### src/rtl/tube_pkg.sv
// Shared definitions for the tube (multiplexed 7-segment) encoder and decoder paths.
// Segment vectors are GFEDCBA, active-high; bit 0 is segment A.
package tube_pkg;

    typedef logic [6:0] seg_t;

    // Glyphs for BCD 0..9; must stay identical to the encoder's table.
    localparam seg_t SEG_GLYPH [10] = '{
        7'h3F, 7'h06, 7'h5B, 7'h4F, 7'h66,
        7'h6D, 7'h7D, 7'h07, 7'h7F, 7'h6F
    };

    localparam seg_t       SEG_BLANK   = 7'b0;
    localparam logic [3:0] BCD_INVALID = 4'hF;

endpackage

### src/rtl/tube_scan_decoder_if.sv
// Bundle between a multiplexed display bus and its decoder.
//   seg_in, dig_sel           : pin-level display bus (asynchronous to the decoder clock)
//   digits_out, invalid_out   : reconstructed BCD per digit and per-digit invalid flags
//   frame_valid, sel_err      : single-cycle status pulses
// master drives the display side, slave is the decoder.
interface tube_scan_decoder_if #(
    parameter int unsigned DIGITS = 8
);
    tube_pkg::seg_t          seg_in;
    logic [DIGITS-1:0]       dig_sel;
    logic [4*DIGITS-1:0]     digits_out;
    logic [DIGITS-1:0]       invalid_out;
    logic                    frame_valid;
    logic                    sel_err;

    modport master (
        output seg_in, dig_sel,
        input  digits_out, invalid_out, frame_valid, sel_err
    );

    modport slave (
        input  seg_in, dig_sel,
        output digits_out, invalid_out, frame_valid, sel_err
    );
endinterface

### src/rtl/tube_to_bcd.sv
// Combinational inverse of the BCD-to-segment encoder.
//   seg_i   : GFEDCBA pattern
//   bcd_o   : decoded digit, BCD_INVALID when the pattern is not a decimal glyph
//   valid_o : high when seg_i exactly matches one of the ten glyphs
module tube_to_bcd
    import tube_pkg::*;
(
    input  seg_t       seg_i,
    output logic [3:0] bcd_o,
    output logic       valid_o
);

    always_comb begin
        bcd_o   = BCD_INVALID;
        valid_o = 1'b0;
        for (int unsigned g = 0; g < 10; g++) begin
            if (seg_i == SEG_GLYPH[g]) begin
                bcd_o   = 4'(g);
                valid_o = 1'b1;
            end
        end
    end

endmodule

### src/rtl/tube_scan_decoder.sv
// Observes a multiplexed 7-segment bus and reconstructs the BCD value of every digit.
// Inputs are double-flop synchronized; a (select, segment) pair must hold for
// STABLE_CYCLES synchronized cycles before it is committed.
//   clk, rst : system clock, asynchronous active-high reset
//   bus      : slave side of tube_scan_decoder_if (display bus in, decoded state out)
module tube_scan_decoder
    import tube_pkg::*;
#(
    parameter int unsigned DIGITS        = 8,
    parameter int unsigned STABLE_CYCLES = 4
) (
    input  logic                 clk,
    input  logic                 rst,
    tube_scan_decoder_if.slave   bus
);

    localparam int unsigned CntW = $clog2(STABLE_CYCLES + 1);
    typedef logic [CntW-1:0] cnt_t;
    localparam cnt_t CntMax = cnt_t'(STABLE_CYCLES);

    seg_t              seg_s1_q, seg_s1_d, seg_s2_q, seg_s2_d, seg_prev_q, seg_prev_d;
    logic [DIGITS-1:0] sel_s1_q, sel_s1_d, sel_s2_q, sel_s2_d, sel_prev_q, sel_prev_d;
    cnt_t              cnt_q, cnt_d;

    logic [4*DIGITS-1:0] digits_q, digits_d;
    logic [DIGITS-1:0]   invalid_q, invalid_d;
    logic [DIGITS-1:0]   seen_q, seen_d;
    logic                frame_valid_q, frame_valid_d;
    logic                sel_err_q, sel_err_d;

    logic              changed;
    logic              stable_evt;
    logic              sel_none;
    logic              sel_onehot;
    logic [DIGITS-1:0] seen_next;
    logic [3:0]        dec_bcd;
    logic              dec_valid;

    tube_to_bcd u_dec (
        .seg_i   (seg_s2_q),
        .bcd_o   (dec_bcd),
        .valid_o (dec_valid)
    );

    always_comb begin
        seg_s1_d   = bus.seg_in;
        sel_s1_d   = bus.dig_sel;
        seg_s2_d   = seg_s1_q;
        sel_s2_d   = sel_s1_q;
        seg_prev_d = seg_s2_q;
        sel_prev_d = sel_s2_q;

        changed = {sel_s2_q, seg_s2_q} != {sel_prev_q, seg_prev_q};
        if (changed) begin
            cnt_d = cnt_t'(1);
        end else if (cnt_q == CntMax) begin
            cnt_d = cnt_q;
        end else begin
            cnt_d = cnt_q + cnt_t'(1);
        end
        // Fire only on the transition into CntMax. With STABLE_CYCLES=1 a change
        // reloads 1 == CntMax, so the change itself is the transition.
        stable_evt = (cnt_d == CntMax) && (changed || (cnt_q != CntMax));

        sel_none   = (sel_s2_q == '0);
        // Clearing the lowest set bit leaves zero only for a single-bit vector.
        sel_onehot = !sel_none && ((sel_s2_q & (sel_s2_q - DIGITS'(1))) == '0);

        digits_d      = digits_q;
        invalid_d     = invalid_q;
        seen_d        = seen_q;
        seen_next     = seen_q | sel_s2_q;
        frame_valid_d = 1'b0;
        sel_err_d     = 1'b0;

        if (stable_evt) begin
            if (sel_onehot) begin
                for (int unsigned i = 0; i < DIGITS; i++) begin
                    if (sel_s2_q[i]) begin
                        digits_d[4*i +: 4] = dec_bcd;
                        invalid_d[i]       = !dec_valid;
                    end
                end
                if (seen_next == '1) begin
                    frame_valid_d = 1'b1;
                    seen_d        = '0;
                end else begin
                    seen_d = seen_next;
                end
            end else if (!sel_none) begin
                sel_err_d = 1'b1;
            end
        end
    end

    always_ff @(posedge clk or posedge rst) begin
        if (rst) begin
            seg_s1_q      <= SEG_BLANK;
            seg_s2_q      <= SEG_BLANK;
            seg_prev_q    <= SEG_BLANK;
            sel_s1_q      <= '0;
            sel_s2_q      <= '0;
            sel_prev_q    <= '0;
            cnt_q         <= '0;
            digits_q      <= {DIGITS{BCD_INVALID}};
            invalid_q     <= '1;
            seen_q        <= '0;
            frame_valid_q <= 1'b0;
            sel_err_q     <= 1'b0;
        end else begin
            seg_s1_q      <= seg_s1_d;
            seg_s2_q      <= seg_s2_d;
            seg_prev_q    <= seg_prev_d;
            sel_s1_q      <= sel_s1_d;
            sel_s2_q      <= sel_s2_d;
            sel_prev_q    <= sel_prev_d;
            cnt_q         <= cnt_d;
            digits_q      <= digits_d;
            invalid_q     <= invalid_d;
            seen_q        <= seen_d;
            frame_valid_q <= frame_valid_d;
            sel_err_q     <= sel_err_d;
        end
    end

    assign bus.digits_out  = digits_q;
    assign bus.invalid_out = invalid_q;
    assign bus.frame_valid = frame_valid_q;
    assign bus.sel_err     = sel_err_q;

endmodule

### src/flat_wrapper.sv
// flat-port wrapper written by rule: the top's interface ports become plain ports
module tube_scan_decoder_flat import tube_pkg::*;
#(
    parameter int unsigned DIGITS        = 8,
    parameter int unsigned STABLE_CYCLES = 4
)
  (clk, rst, bus_seg_in, bus_dig_sel, bus_digits_out, bus_invalid_out, bus_frame_valid, bus_sel_err);
  tube_scan_decoder_if #(.DIGITS(DIGITS)) bus_i ();
  input  logic clk;
  input  logic rst;
  input wire logic [$bits(bus_i.seg_in)-1:0] bus_seg_in;
  input wire logic [$bits(bus_i.dig_sel)-1:0] bus_dig_sel;
  output wire logic [$bits(bus_i.digits_out)-1:0] bus_digits_out;
  output wire logic [$bits(bus_i.invalid_out)-1:0] bus_invalid_out;
  output wire logic [$bits(bus_i.frame_valid)-1:0] bus_frame_valid;
  output wire logic [$bits(bus_i.sel_err)-1:0] bus_sel_err;
  assign bus_i.seg_in = bus_seg_in;
  assign bus_i.dig_sel = bus_dig_sel;
  assign bus_digits_out = bus_i.digits_out;
  assign bus_invalid_out = bus_i.invalid_out;
  assign bus_frame_valid = bus_i.frame_valid;
  assign bus_sel_err = bus_i.sel_err;
  tube_scan_decoder #(.DIGITS(DIGITS), .STABLE_CYCLES(STABLE_CYCLES)) u_core (.clk(clk), .rst(rst), .bus(bus_i));
endmodule
### config.mk
export PLATFORM = sky130hd
export DESIGN_NAME = tube_scan_decoder_flat
export DESIGN_NICKNAME = d
export VERILOG_FILES = /design/src/rtl/tube_pkg.sv /design/src/rtl/tube_scan_decoder_if.sv /design/src/rtl/tube_to_bcd.sv /design/src/rtl/tube_scan_decoder.sv /design/src/flat_wrapper.sv
export SDC_FILE = /design/constraint.sdc
export NUM_CORES = 1
export LEC_CHECK = 0
export ABC_AREA = 1
export ABC_CLOCK_PERIOD_IN_PS = 2860
export BUFFER_PORTS_ARGS = -buffer_cell sky130_fd_sc_hd__buf_2
export CAP_MARGIN = 20
export CORE_MARGIN = 2
export CORE_UTILIZATION = 25
export CTS_BUF_LIST = sky130_fd_sc_hd__clkbuf_4 sky130_fd_sc_hd__clkbuf_8 sky130_fd_sc_hd__clkbuf_16
export CTS_CLUSTER_DIAMETER = 30
export DETAILED_ROUTE_END_ITERATION = 16
export GPL_TIMING_DRIVEN = 0
export RECOVER_POWER = 50
export SLEW_MARGIN = 25
export SYNTH_ARGS = -nofsm -noshare
export SYNTH_HDL_FRONTEND = slang
export SYNTH_SLANG_ARGS = --single-unit
### constraint.sdc
create_clock -name clk -period 2.86 [get_ports clk]
set_input_delay 0 -clock clk [delete_from_list [all_inputs] [get_ports clk]]
set_output_delay 0 -clock clk [all_outputs]
set_load 0.02 [all_outputs]
== Yosys cells after proc, flatten, opt, wreduce, memory -nomap -nowiden ==
Index checks and enable logic that the tools add are counted.

* $add $sub $neg: 2
* Equal/unequal tests: 15
* Mux-type cells: 29
* Bitwise operators: 2
* Reductions and logical operators: 16

{| class="wikitable"
|+ Operators by type and width
! cell !! count
|-
| 7-bit == test, second input constant || 7
|-
| 4-bit two-way mux || 10
|-
| 3-bit AND reduction || 8
|-
| 8-bit zero test || 2
|-
| 1-bit two-way mux || 16
|-
| 15-bit inequality test || 1
|-
| 7-bit by 3-bit == test with 1-bit output, second input constant || 2
|-
| 8-bit AND || 1
|-
| 8-bit == test, second input constant || 1
|-
| 8-bit two-way mux || 1
|-
| 8-bit OR || 1
|-
| 8-bit by 1-bit subtractor with 8-bit output, second input constant || 1
|-
| 7-bit by 6-bit == test with 1-bit output, second input constant || 1
|-
| 3-bit == test, second input constant || 2
|-
| 3-bit two-way mux || 2
|-
| 3-bit by 1-bit adder with 3-bit output, second input constant || 1
|-
| 3-bit inequality test, second input constant || 1
|-
| 1-bit logical AND || 2
|-
| 1-bit zero test || 2
|-
| 2-bit AND reduction || 1
|-
| 1-bit logical OR || 1
|}

* Register bits after elaboration: 98
* Input port bits: 17
* Output and inout bits: 42
* Logic and storage cells: 90

== Depth between registers and ports, before layout ==
Gate-level depths: netlist of the first run.

* Word-level depth: 12
* Mapped depth: 13
* Mapped depth without buffers: 11

== Modules after synthesis ==
Synthesis of the first run repeated with hierarchy kept, for this count alone.

* Cells, all modules: 446
* Area, all modules: 4274.1 sq um

{| class="wikitable"
|+ Modules (own cells, without submodules)
! module !! times used !! cells each !! area each (sq um) !! sequential area each (sq um)
|-
| tube_scan_decoder || 1 || 391 || 4051.4 || 2502.4
|-
| tube_to_bcd || 1 || 55 || 222.7 || 0.0
|}

== Worst setup path after synthesis of the first run ==
OpenSTA, ideal clock, no wires.

* Path type: reg2reg
* Start: reg u_core.cnt_q[0]
* End: reg u_core.digits_q[18] (netlist: u_core.bus.digits_out[18])
* Setup time: 0.063 ns
* Arrival: 1.605 ns
* Required time: 2.797 ns
* Slack: 1.192 ns
* Stages on the path, launching flop included: 12
* Buffers on the path: 2
* Cells stage by stage: dfrtp_1 > inv_1 > ha_1 > inv_1 > nand3_1 > nor2_1 > inv_1 > nor2_2 > buf_6 > buf_6 > nand4_1 > nand2_1

* Word-level cells in the longest chain between the ends: 6

{| class="wikitable"
|+ Ends and longest elaborated chain
! element !! line !! source
|-
| from (decl) || tube_scan_decoder.sv:23 || <nowiki>cnt_t cnt_q, cnt_d;</nowiki>
|-
| from (signal assigned) || tube_scan_decoder.sv:117 || <nowiki>cnt_q <= cnt_d;</nowiki>
|-
| 3-bit by 1-bit adder with 3-bit output / 3-bit == test (equally long branches) || tube_scan_decoder.sv:59, tube_scan_decoder.sv:56 ||
|-
| 3-bit two-way mux || tube_scan_decoder.sv:56 || <nowiki>end else if (cnt_q == CntMax) begin</nowiki>
|-
| 3-bit two-way mux || tube_scan_decoder.sv:54 || <nowiki>if (changed) begin</nowiki>
|-
| 3-bit == test || tube_scan_decoder.sv:63 || <nowiki>stable_evt = (cnt_d == CntMax) && (changed || (cnt_q != CntMax));</nowiki>
|-
| 1-bit logical AND (*) || tube_scan_decoder.sv:63 ||
|-
| 3-bit AND reduction (no source line) (*) || - ||
|-
| to (signal assigned) || tube_scan_decoder.sv:105 || <nowiki>digits_q <= {DIGITS{BCD_INVALID}};</nowiki>
|-
| to (signal assigned) || tube_scan_decoder.sv:118 || <nowiki>digits_q <= digits_d;</nowiki>
|-
| to (decl) || tube_scan_decoder.sv:25 || <nowiki>logic [4*DIGITS-1:0] digits_q, digits_d;</nowiki>
|}

Mark *: on every way between the ends. The rest lies on a longest branch, timed or not.
A chain may end at the register's enable or synchronous reset.

== Worst setup path in the final report of the first run ==
* Start: reg u_core.seg_s2_q[1] (netlist: u_core.seg_prev_d[1])
* End: reg u_core.invalid_q[6] (netlist: u_core.bus.invalid_out[6])

* Word-level cells in the longest chain between the ends: 12

{| class="wikitable"
|+ Ends and longest elaborated chain
! element !! line !! source
|-
| from (decl) || tube_scan_decoder.sv:21 || <nowiki>seg_t seg_s1_q, seg_s1_d, seg_s2_q, seg_s2_d, seg_prev_q, seg_prev_d;</nowiki>
|-
| from (signal assigned) || tube_scan_decoder.sv:112 || <nowiki>seg_s2_q <= seg_s2_d;</nowiki>
|-
| 7-bit by 6-bit == test with 1-bit output || tube_to_bcd.sv:17 || <nowiki>if (seg_i == SEG_GLYPH[g]) begin</nowiki>
|-
| 1-bit two-way mux (10 in series) || tube_to_bcd.sv:17 ||
|-
| 1-bit zero test || tube_scan_decoder.sv:81 || <nowiki>invalid_d[i] = !dec_valid;</nowiki>
|-
| to (signal assigned) || tube_scan_decoder.sv:119 || <nowiki>invalid_q <= invalid_d;</nowiki>
|-
| to (decl) || tube_scan_decoder.sv:26 || <nowiki>logic [DIGITS-1:0] invalid_q, invalid_d;</nowiki>
|}

Parallel ways exist; a longest one is shown, timed or not.

==> results.cfg, run 1 <==
[layout]
area_delta_synth_final_pct = 25.89
antenna_cells = 0
fin_nets = 580
drive_gt1_share_pct = 26.68
final_cell_count_no_fill = 786
fillers = 1777

[routing]
routed_wl_um = 10250
first_pass_iters = 5
vias_per_cell = 4.191
ant_nets = 0
route.detailed.drc = 0
post_drt_wl_per_cell_um = 13.04
drt_iter0_drc = 238
vias = 3294

[clock_network]
postCtsSetupBuffers = 0
cts.clk_slew.worst_paths_ns = 0.07
cts_tree = yes
cts_buffer_depth = 2
cts_resized = 0
clk_latency_ns = 0.34
holdBufCountCts = 16
ctsRootBufferMaster = clkbuf_16
cts_sinks = 98
numCtsBuffers = 9
htree_levels = 3

[placed_design]
placed_cells = 754
dpl.hpwl_um = 7148
gp_congestion = 0.8223
io_buffers = 58

[timing]
holdWs_ns = 0.2889
min_period_over_period_pct = 75.36
slew_headroom_pct = -16.64
grt_setup_unrepaired = false
finalMaxSlewViolations = 45
finalSetupViolCount = 0
fmax_mhz = 464.0
finalHoldViolCount = 0
skew_ns = 0.009569
worstMarginPinSlew_ns = 1.748
min_period_ns = 2.155

[die]
coreArea_um2 = 16580
die_w_um = 134.1
io_pins = 59
initial_core_util_pct = 25.52
die_h_um = 134.1
die_area_um2 = 17990
rows = 47

[synth]
synth_top_area_share_pct = 34.29
synth_area_leader_cell = dfrtp_1
synth_seq_cells = 98
syn_avg_cell_area_um2 = 8.911
syn-num-nets = 494
yosysSeqAreaShare_pct = 59.12
synth_cell_types = 24
synthTopCellsByArea = dfrtp_1 34%, dfstp_2 25%, nand2_1 16%
netlist_instances = 475
syn-cell-area_um2 = 4233
ys_warn_count = 0

[run]
cap_viol_max_count = 1

[pwr]
total_leakage_power_nw = 2.683
powerDensity_nw_per_um2 = 553.9
vdd_ir_drop_max_v = 0.0002728

[min_path]
hp-class = input pin to flip-flop

[setup_path]
critPathKind = flip-flop to flip-flop
cp_max_fo = 8
r2r-end = u_core.bus.invalid_out[6]
crit_path_end_kind = flip-flop
endpoint = u_core.bus.invalid_out[6]
rrSetupSlack_ns = 0.70
arrival_ns = 2.44
critPathRequiredTime_ns = 3.14
start_kind = flip-flop
crit_start = u_core.seg_prev_d[1]
ff2ff_path_depth = 9
r2r-start = u_core.seg_prev_d[1]

[global_route]
antenna_found_initial = 0
grt-ovfl-total = 0
grt_first_pass_wirelength_um = 16820
track_usage_pct = 12.05
grt_max_degree = 55
grt_pass1_vias = 3284

[run_status]
violations = capacitance limit, slew limit
status = finished, violations left
through the flow:
stage | power [mW] | util, % | worst slack (ns) | TNS [ns] | area [um^2]
2_1_floorplan | 1.569 | - | 0.3641 | 0 | 4233
3_3_place_gp | 1.615 | 28.93 | -0.8871 | -50.87 | 4798
3_5_place_dp | 1.625 | 29.19 | 0.7795 | 0 | 4841
4_1_cts | 2.978 | 32.18 | 0.7445 | 0 | 5336
5_1_grt | 3.074 | 32.13 | 0.5863 | 0 | 5329
6_report | 2.952 | 32.13 | 0.7048 | 0 | 5329
cell usage after synthesis:
library cell and count:
a21o_2 1, a21oi_1 9, a221oi_1 2, buf_1 1, buf_2 8, buf_4 3
buf_6 5, clkbuf_1 2, dfrtp_1 58, dfstp_2 40, ha_1 2, inv_1 48
inv_2 7, nand2_1 177, nand3_1 7, nand3_2 8, nand4_1 42, nor2_1 32
nor2_2 3, nor2_4 1, nor3_1 9, o21ai_0 6, o22ai_1 2, xnor2_1 2
layout make-up:
cell class                      count  area, um^2  area share, %
Inverter                           55       206.4          3.874
Clock buffer                       15       305.3          5.729
Buffer                             19       130.1          2.442
Multi-Input combinational cell    303        1404          26.34
Tap cell                          220       275.3          5.166
Sequential cell                    98        2502          46.96
Clock inverter                      1       30.03         0.5635
Timing Repair Buffer               75       475.5          8.922
worst max-delay path, stage by stage (launching register included):
cell and delay (ns):
dfrtp_1 0.47, nand2_1 0.13, nor2_1 0.08, nand2_1 0.07, o21ai_0 0.18, nor2_1 0.14
nand2_1 0.09, nor2_1 0.62, nand4_1 0.21, nand2_1 0.10
registers in the layout (all words and copies together) (netlist names):
signal and flops:
u_core.sel_s1_q 8, u_core.bus.sel_err 1, u_core.bus.digits_out 32, u_core.bus.frame_valid 1, u_core.sel_prev_q 8, u_core.seg_prev_q 7, u_core.cnt_q 3, u_core.seen_q 8
u_core.seg_prev_d 7, u_core.sel_prev_d 8, u_core.bus.invalid_out 8, u_core.seg_s1_q 7
power by group:
| part | switching (mW) | internal, mW | total (mW) |
|---|---|---|---|
| Clock | 0.513 | 0.825 | 1.34 |
| Sequential | 0.0215 | 1.42 | 1.44 |
| Combinational | 0.110 | 0.0617 | 0.172 |
cells by family after synthesis:
kind of cell	count (synthesis)	synth area share (%)
adder cells (fa/ha/maj)	2	0.5911
buffers and inverters	74	7.951
XOR/XNOR	2	0.4139
flip-flops	98	59.12
AO/OA/AOI/OAI	20	2.690
AND/OR/NAND/NOR	279	29.23
layer usage:
layer	track usage, %	vias to the layer above	share of wire, %
li1	-	1682	-
met1	16.35	1529	48
met2	19.23	72	46
met3	2.457	11	4.6
met4	4.152	0	1.5
met5	0	-	0
cell usage in the layout, fill, tap and decap left out, types with 2 or more instances in the layout:
master and count:
nand3_1 7, ha_1 2, a21oi_1 9, nand3_2 8
clkbuf_16 11, clkbuf_1 4, o22ai_1 2, a221oi_1 2
nand4_1 42, xnor2_1 2, clkbuf_4 4, inv_2 7
dfstp_2 40, buf_2 64, buf_4 3, nor2_1 32
nor3_2 2, inv_1 48, dfrtp_1 58, nor3_1 7
buf_6 5, nor2_2 3, o21ai_0 6, nand2_1 177
dlygate4sd3_1 16
worst min path at each step:
stage	from	endpoint	slack, ns	cells after the start
final	bus_dig_sel[2]	u_core.sel_s1_q[2]	0.29	2
after global routing	bus_seg_in[2]	u_core.seg_s1_q[2]	0.28	2
after global placement	bus_dig_sel[4]	u_core.sel_s1_q[4]	0.11	1
after floorplan	bus_seg_in[0]	u_core.seg_s1_q[0]	0.03	0
after CTS	rst	u_core.seg_prev_q[5]	0.24	3
after detailed placement	rst	u_core.sel_s1_q[4]	0.06	2
Power figures use the tool's default switching activity.
==> run 2, diff against run 1 <==
Settings changed: ABC_CLOCK_PERIOD_IN_PS 2860 to 1800.
Clock period 2.86 ns to 1.8 ns, I/O delays scaled along.
==> run 2 against run 1 <==
The flow finishes with violations (setup timing). Clock-buffer cell count shrank 6. Critical path type unchanged. Highest routed layer unchanged. Worst hold slack lost 0.0075 ns. Largest cell class unchanged. Non-clock buffer count grew 18. Critical endpoint is now u_core.bus.digits_out[26]. First-iteration DRC count shrank 31%. Maximum frequency grew 15%. Combinational power grew 90%. Final cell count grew 2.4%. Global-route usage grew 0.70 points. Register-to-register slack lost 0.77 ns.
==> results.cfg, run 2 (synthesized netlist as in run 1, its figures left out) <==
[timing]
slew_headroom_pct = 31.88
min_period_over_period_pct = 103.8
finalMaxSlewViolations = 0
skew_ns = 0.01122
min_period_ns = 1.869
holdWs_ns = 0.2814
grt_setup_unrepaired = true
worstMarginPinSlew_ns = 1.016
fmax_mhz = 535.1
tns_ns = -0.9579
finalSetupViolCount = 35
finalHoldViolCount = 0
fin_ws_ns = -0.06880

[routing]
post_drt_wl_per_cell_um = 13.55
first_pass_iters = 4
routed_wl_um = 10910
vias_per_cell = 4.319
drt_iter0_drc = 165
ant_nets = 0
route.detailed.drc = 0
vias = 3477

[layout]
antenna_cells = 0
fin_nets = 599
area_delta_synth_final_pct = 35.94
layout_common_cells = 173 x nand2_1, 58 x buf_2, 54 x dfrtp_1, 44 x inv_1, 42 x nand4_1
multiInputGateArea_um2 = 1582
final_util_pct = 34.70
final_common_cell = nand2_1
design_area_um2 = 5754
largest_reg_flops = 32
regArea_um2 = 2507
drive_gt1_share_pct = 34.19
fillers = 1735
final_cell_count_no_fill = 805

[die]
io_pins = 59
initial_core_util_pct = 25.52
rows = 47
die_h_um = 134.1
coreArea_um2 = 16580
die_area_um2 = 17990
die_w_um = 134.1

[global_route]
grt-ovfl-total = 0
grt_pass1_vias = 3481
grt_first_pass_wirelength_um = 17640
antenna_found_initial = 0
track_usage_pct = 12.75
grt_max_degree = 33

[placed_design]
io_buffers = 58
placed_cells = 756
dpl.hpwl_um = 7426
place_area_um2 = 4880
gp_congestion = 0.8375

[pwr]
p_int_mw = 3.477
total_leakage_power_nw = 2.803
vdd_ir_drop_max_v = 0.0004433
p_comb_share_pct = 7.1
clockPowerShare_pct = 42.9
powerDensity_nw_per_um2 = 797.8
p_sw_mw = 1.114
p_seq_share_pct = 50.0
switching_share_pct = 24.27

[setup_path]
critPathKind = flip-flop to flip-flop
crit_start = u_core.cnt_q[0]
endpoint = u_core.bus.digits_out[26]
rrSetupSlack_ns = -0.07
r2r-start = u_core.cnt_q[0]
start_kind = flip-flop
r2r-end = u_core.bus.digits_out[26]
ff2ff_path_depth = 11
crit_path_end_kind = flip-flop
cp_max_fo = 7
critPathRequiredTime_ns = 2.10
arrival_ns = 2.17

[clock_network]
cts.clk_slew.worst_paths_ns = 0.07
numCtsBuffers = 9
cts_tree = yes
cts_buffer_depth = 2
clk_latency_ns = 0.36
cts_sinks = 98
htree_levels = 3
ctsRootBufferMaster = clkbuf_16

[run_status]
violations = setup timing
status = finished, violations left

[min_path]
hp-class = input pin to flip-flop
hold_depth = 2

[run]
cap_viol_max_count = 0
[run 2: critical path, cell delays in order (launching register included)]
cell,delay (ns)
dfrtp_2,0.41
inv_2,0.05
ha_1,0.27
inv_1,0.09
nand3_2,0.08
nor2_2,0.14
inv_2,0.06
nor2_4,0.18
buf_12,0.18
clkbuf_16,0.15
nand4_1,0.09
nand2_1,0.09
[run 2: worst min-delay path by stage]
stage	startpoint	endpoint	slack, ns
floorplan	bus_seg_in[0]	u_core.seg_s1_q[0]	0.03
global placement	bus_seg_in[0]	u_core.seg_s1_q[0]	0.11
detailed placement	rst	u_core.sel_s1_q[4]	0.06
CTS	rst	u_core.sel_s1_q[7]	0.24
global route	bus_seg_in[2]	u_core.seg_s1_q[2]	0.29
finish	bus_dig_sel[7]	u_core.sel_s1_q[7]	0.28
[run 2: repair_timing]
item,4_1_cts,5_1_grt
buffers inserted,9,4
endpoints found under the hold margin,36,0
gates resized for setup,43,28
endpoints found under the setup margin,50,49
cloned,2,2
pin swaps,10,22
hold buffers,16,0
[run 2: power by group through the flow]
stage	Clock, mW	Sequential [mW]	Combinational, mW
floorplan	0	2.32	0.173
global placement	0	2.33	0.239
detailed placement	0	2.33	0.262
CTS	2.00	2.29	0.319
global route	2.11	2.30	0.367
finish	1.97	2.29	0.327
[run 2: stage by stage]
stage / worst slack (ns) / power, mW
floorplan: 0.1322 / 2.494
global placement: -0.4267 / 2.568
detailed placement: -0.2329 / 2.593
CTS: -0.03306 / 4.612
global route: -0.1951 / 4.777
finish: -0.06880 / 4.591
[run 2: routing by layer]
| metal | track usage [%] | vias to the layer above | routed length (um) |
|---|---|---|---|
| met5 | 0 | - | 0 |
| met2 | 19.77 | 86 | 5060 |
| met3 | 2.079 | 20 | 476 |
| li1 | - | 1725 | - |
| met1 | 17.45 | 1646 | 5074 |
| met4 | 6.082 | 0 | 295 |
[run 2: area by class of cell]
| type | count | area share [%] |
|---|---|---|
| Buffer | 19 | 3.588 |
| Tap cell | 220 | 4.784 |
| Clock buffer | 9 | 3.914 |
| Timing Repair Buffer | 93 | 11.72 |
| Clock inverter | 7 | 1.326 |
| Multi-Input combinational cell | 304 | 27.48 |
| Inverter | 55 | 3.609 |
| Sequential cell | 98 | 43.57 |
==> run 3, diff against run 2 <==
Settings changed: ABC_AREA 1 to unset.
==> run 3 against run 2 <==
The run still ends with setup timing left. Sequential cell count unchanged. Synthesized cell count decreased by 44%. Final cell count decreased by 25%. Sequential share of layout area increased by 1.7 points. Worst hold slack improved by 0.0011 ns. Die area decreased by 5.0%. Combinational power decreased by 23%. Core utilization increased by 0.40 points. Clock power decreased by 4%. Largest cell class unchanged.
==> results.cfg, run 3 <==
[layout]
multiInputGateArea_um2 = 1622
regArea_um2 = 2505
antenna_cells = 0
layout_common_cells = 60 x buf_2, 56 x dfrtp_1, 40 x mux2_4, 40 x dfstp_2, 17 x buf_4
final_common_cell = buf_2
area_delta_synth_final_pct = 37.82
largest_reg_flops = 32
fin_nets = 401
drive_gt1_share_pct = 58.91
fillers = 1550
final_cell_count_no_fill = 603

[setup_path]
r2r-start = u_core.cnt_q[0]
ff2ff_path_depth = 9
critPathRequiredTime_ns = 2.08
arrival_ns = 2.59
critPathKind = flip-flop to flip-flop
start_kind = flip-flop
crit_path_end_kind = flip-flop
cp_max_fo = 10
rrSetupSlack_ns = -0.51
crit_start = u_core.cnt_q[0]
crit_path_max_incr_delay_ns = 0.50
crit_chain = inv_2 -> ha_4 -> nor2_2 -> mux2i_1 -> or4_4 -> buf_12 -> nor4_4 -> buf_4 -> mux2_4
cpMaxStageDelayCell = or4_4
r2r-end = u_core.bus.digits_out[18]

[routing]
post_drt_wl_per_cell_um = 15.06
route.detailed.drc = 0
first_pass_iters = 4
vias_per_cell = 4.328
drt_iter0_drc = 128
ant_nets = 0
vias = 2610
routed_wl_um = 9082

[global_route]
grt_max_degree = 36
track_usage_pct = 10.94
grt_first_pass_wirelength_um = 14400
grt-ovfl-total = 0
grt_pass1_vias = 2721
antenna_found_initial = 0

[clock_network]
cts.clk_slew.worst_paths_ns = 0.08
cts_buffer_depth = 2
ctsRootBufferMaster = clkbuf_16
clk_latency_ns = 0.35
cts_sinks = 98
htree_levels = 3
cts_tree = yes
numCtsBuffers = 9

[die]
coreArea_um2 = 15770
die_h_um = 130.8
initial_core_util_pct = 25.47
rows = 46
die_w_um = 130.8
die_area_um2 = 17100
io_pins = 59

[timing]
fmax_mhz = 433.3
skew_ns = 0.01061
min_period_over_period_pct = 128.2
grt_setup_unrepaired = true
holdWs_ns = 0.2824
finalMaxSlewViolations = 0
finalSetupViolCount = 50
fin_ws_ns = -0.5080
worstMarginPinSlew_ns = 0.8569
slew_headroom_pct = 42.87
min_period_ns = 2.308
finalHoldViolCount = 0
tns_ns = -23.11

[pwr]
p_seq_share_pct = 51.5
powerDensity_nw_per_um2 = 803.0
switching_share_pct = 24.76
vdd_ir_drop_max_v = 0.0004779
p_sw_mw = 1.100
p_int_mw = 3.344
clockPowerShare_pct = 42.8
power_mw = 4.445
total_leakage_power_nw = 2.491
p_comb_share_pct = 5.7

[synth]
synth_top_area_share_pct = 36.14
synthTopCellsByArea = dfrtp_1 36%, dfstp_2 26%, mux2_2 9.0%
netlist_instances = 267
synth_area_leader_cell = dfrtp_1
syn-num-nets = 286
synthTopCellsByCount = 58 x dfrtp_1, 40 x dfstp_2, 32 x mux2_2, 13 x xor2_1, 9 x o211ai_1
syn-cell-area_um2 = 4016
ys_async_sr_fraction_pct = 100.0
syn_avg_cell_area_um2 = 15.04
ys_warn_count = 0
synth_top_flop_cell = dfrtp_1
yosysSeqAreaShare_pct = 62.31
synth_cell_types = 46
synth_edf_count = 0
synth_most_common_cell = dfrtp_1
synth_seq_cells = 98

[placed_design]
gp_congestion = 0.7471
dpl.hpwl_um = 6035
placed_cells = 544
io_buffers = 58

[run_status]
status = finished, violations left
violations = setup timing

[min_path]
hp-start = bus_seg_in[6]
hold_end = u_core.seg_s1_q[6]
hold_depth = 2
hp-class = input pin to flip-flop

[run]
cap_viol_max_count = 0
[run 3: cell count changes after synthesis, moves of 9 or more]
cell,previous run,this run
nand2_1,177,7
nor2_1,32,7
nand4_1,42,2
mux2_2,0,32
o211ai_1,0,9
inv_1,48,4
xor2_1,0,13
[run 3: repair_timing]
| item | in CTS | in global routing |
|---|---|---|
| hold buffers | 16 | 0 |
| pin swaps | 23 | 10 |
| endpoints found under the hold margin | 47 | 0 |
| gates resized for setup | 28 | 24 |
| cloned | 1 | 0 |
| buffers inserted | 20 | 7 |
| endpoints found under the setup margin | 53 | 52 |
[run 3: area by class of cell]
type	count	share of cell area [%]
Multi-Input combinational cell	153	29.29
Buffer	11	1.673
Timing Repair Buffer	105	13.25
Tap cell	216	4.882
Clock buffer	9	4.069
Clock inverter	7	1.288
Sequential cell	98	45.25
Inverter	4	0.2939
[run 3: kinds of logic after synthesis]
family,share of synthesized area (%)
AO/OA/AOI/OAI,8.349
XOR/XNOR,3.707
adder cells (fa/ha/maj),0.6230
buffers and inverters,2.243
flip-flops,62.31
multiplexers,11.93
AND/OR/NAND/NOR,10.84
[run 3: power groups by stage]
stage / registers [mW] / logic [mW] / clock network, mW
floorplan: 2.32 / 0.135 / 0
global placement: 2.33 / 0.182 / 0
detailed placement: 2.33 / 0.209 / 0
CTS: 2.29 / 0.254 / 1.95
global route: 2.30 / 0.284 / 2.04
finish: 2.29 / 0.253 / 1.90
[run 3: per-layer routing]
metal	track usage, %	part of all wire (%)
met3	2.972	3.9
met4	3.504	1.2
met5	0	0
met2	18.44	51
met1	13.69	44
[run 3: critical path, delay by kind of cell (launching register included)]
kind | cells | cell delay (ns)
simple gates | 3 | 0.83
buf+inv | 3 | 0.46
flops | 1 | 0.40
mux | 2 | 0.38
fa+ha+maj | 1 | 0.17
[run 3: through the flow]
step	worst slack (ns)	instance area [um^2]	utilization (%)
after floorplan	-0.4602	4089	-
after global placement	-0.7940	4649	29.48
after detailed placement	-0.8192	4717	29.91
after CTS	-0.5164	5445	34.53
after global routing	-0.6151	5535	35.10
final	-0.5080	5535	35.10
[run 3: worst max path at each step]
stage | end | depth (start not counted) | slack [ns]
floorplan | u_core.bus.digits_out[28] | 8 | -0.46
global placement | u_core.bus.digits_out[24] | 7 | -0.79
detailed placement | u_core.bus.invalid_out[6] | 7 | -0.82
CTS | u_core.bus.digits_out[21] | 8 | -0.52
global route | u_core.bus.digits_out[19] | 9 | -0.62
finish | u_core.bus.digits_out[18] | 9 | -0.51
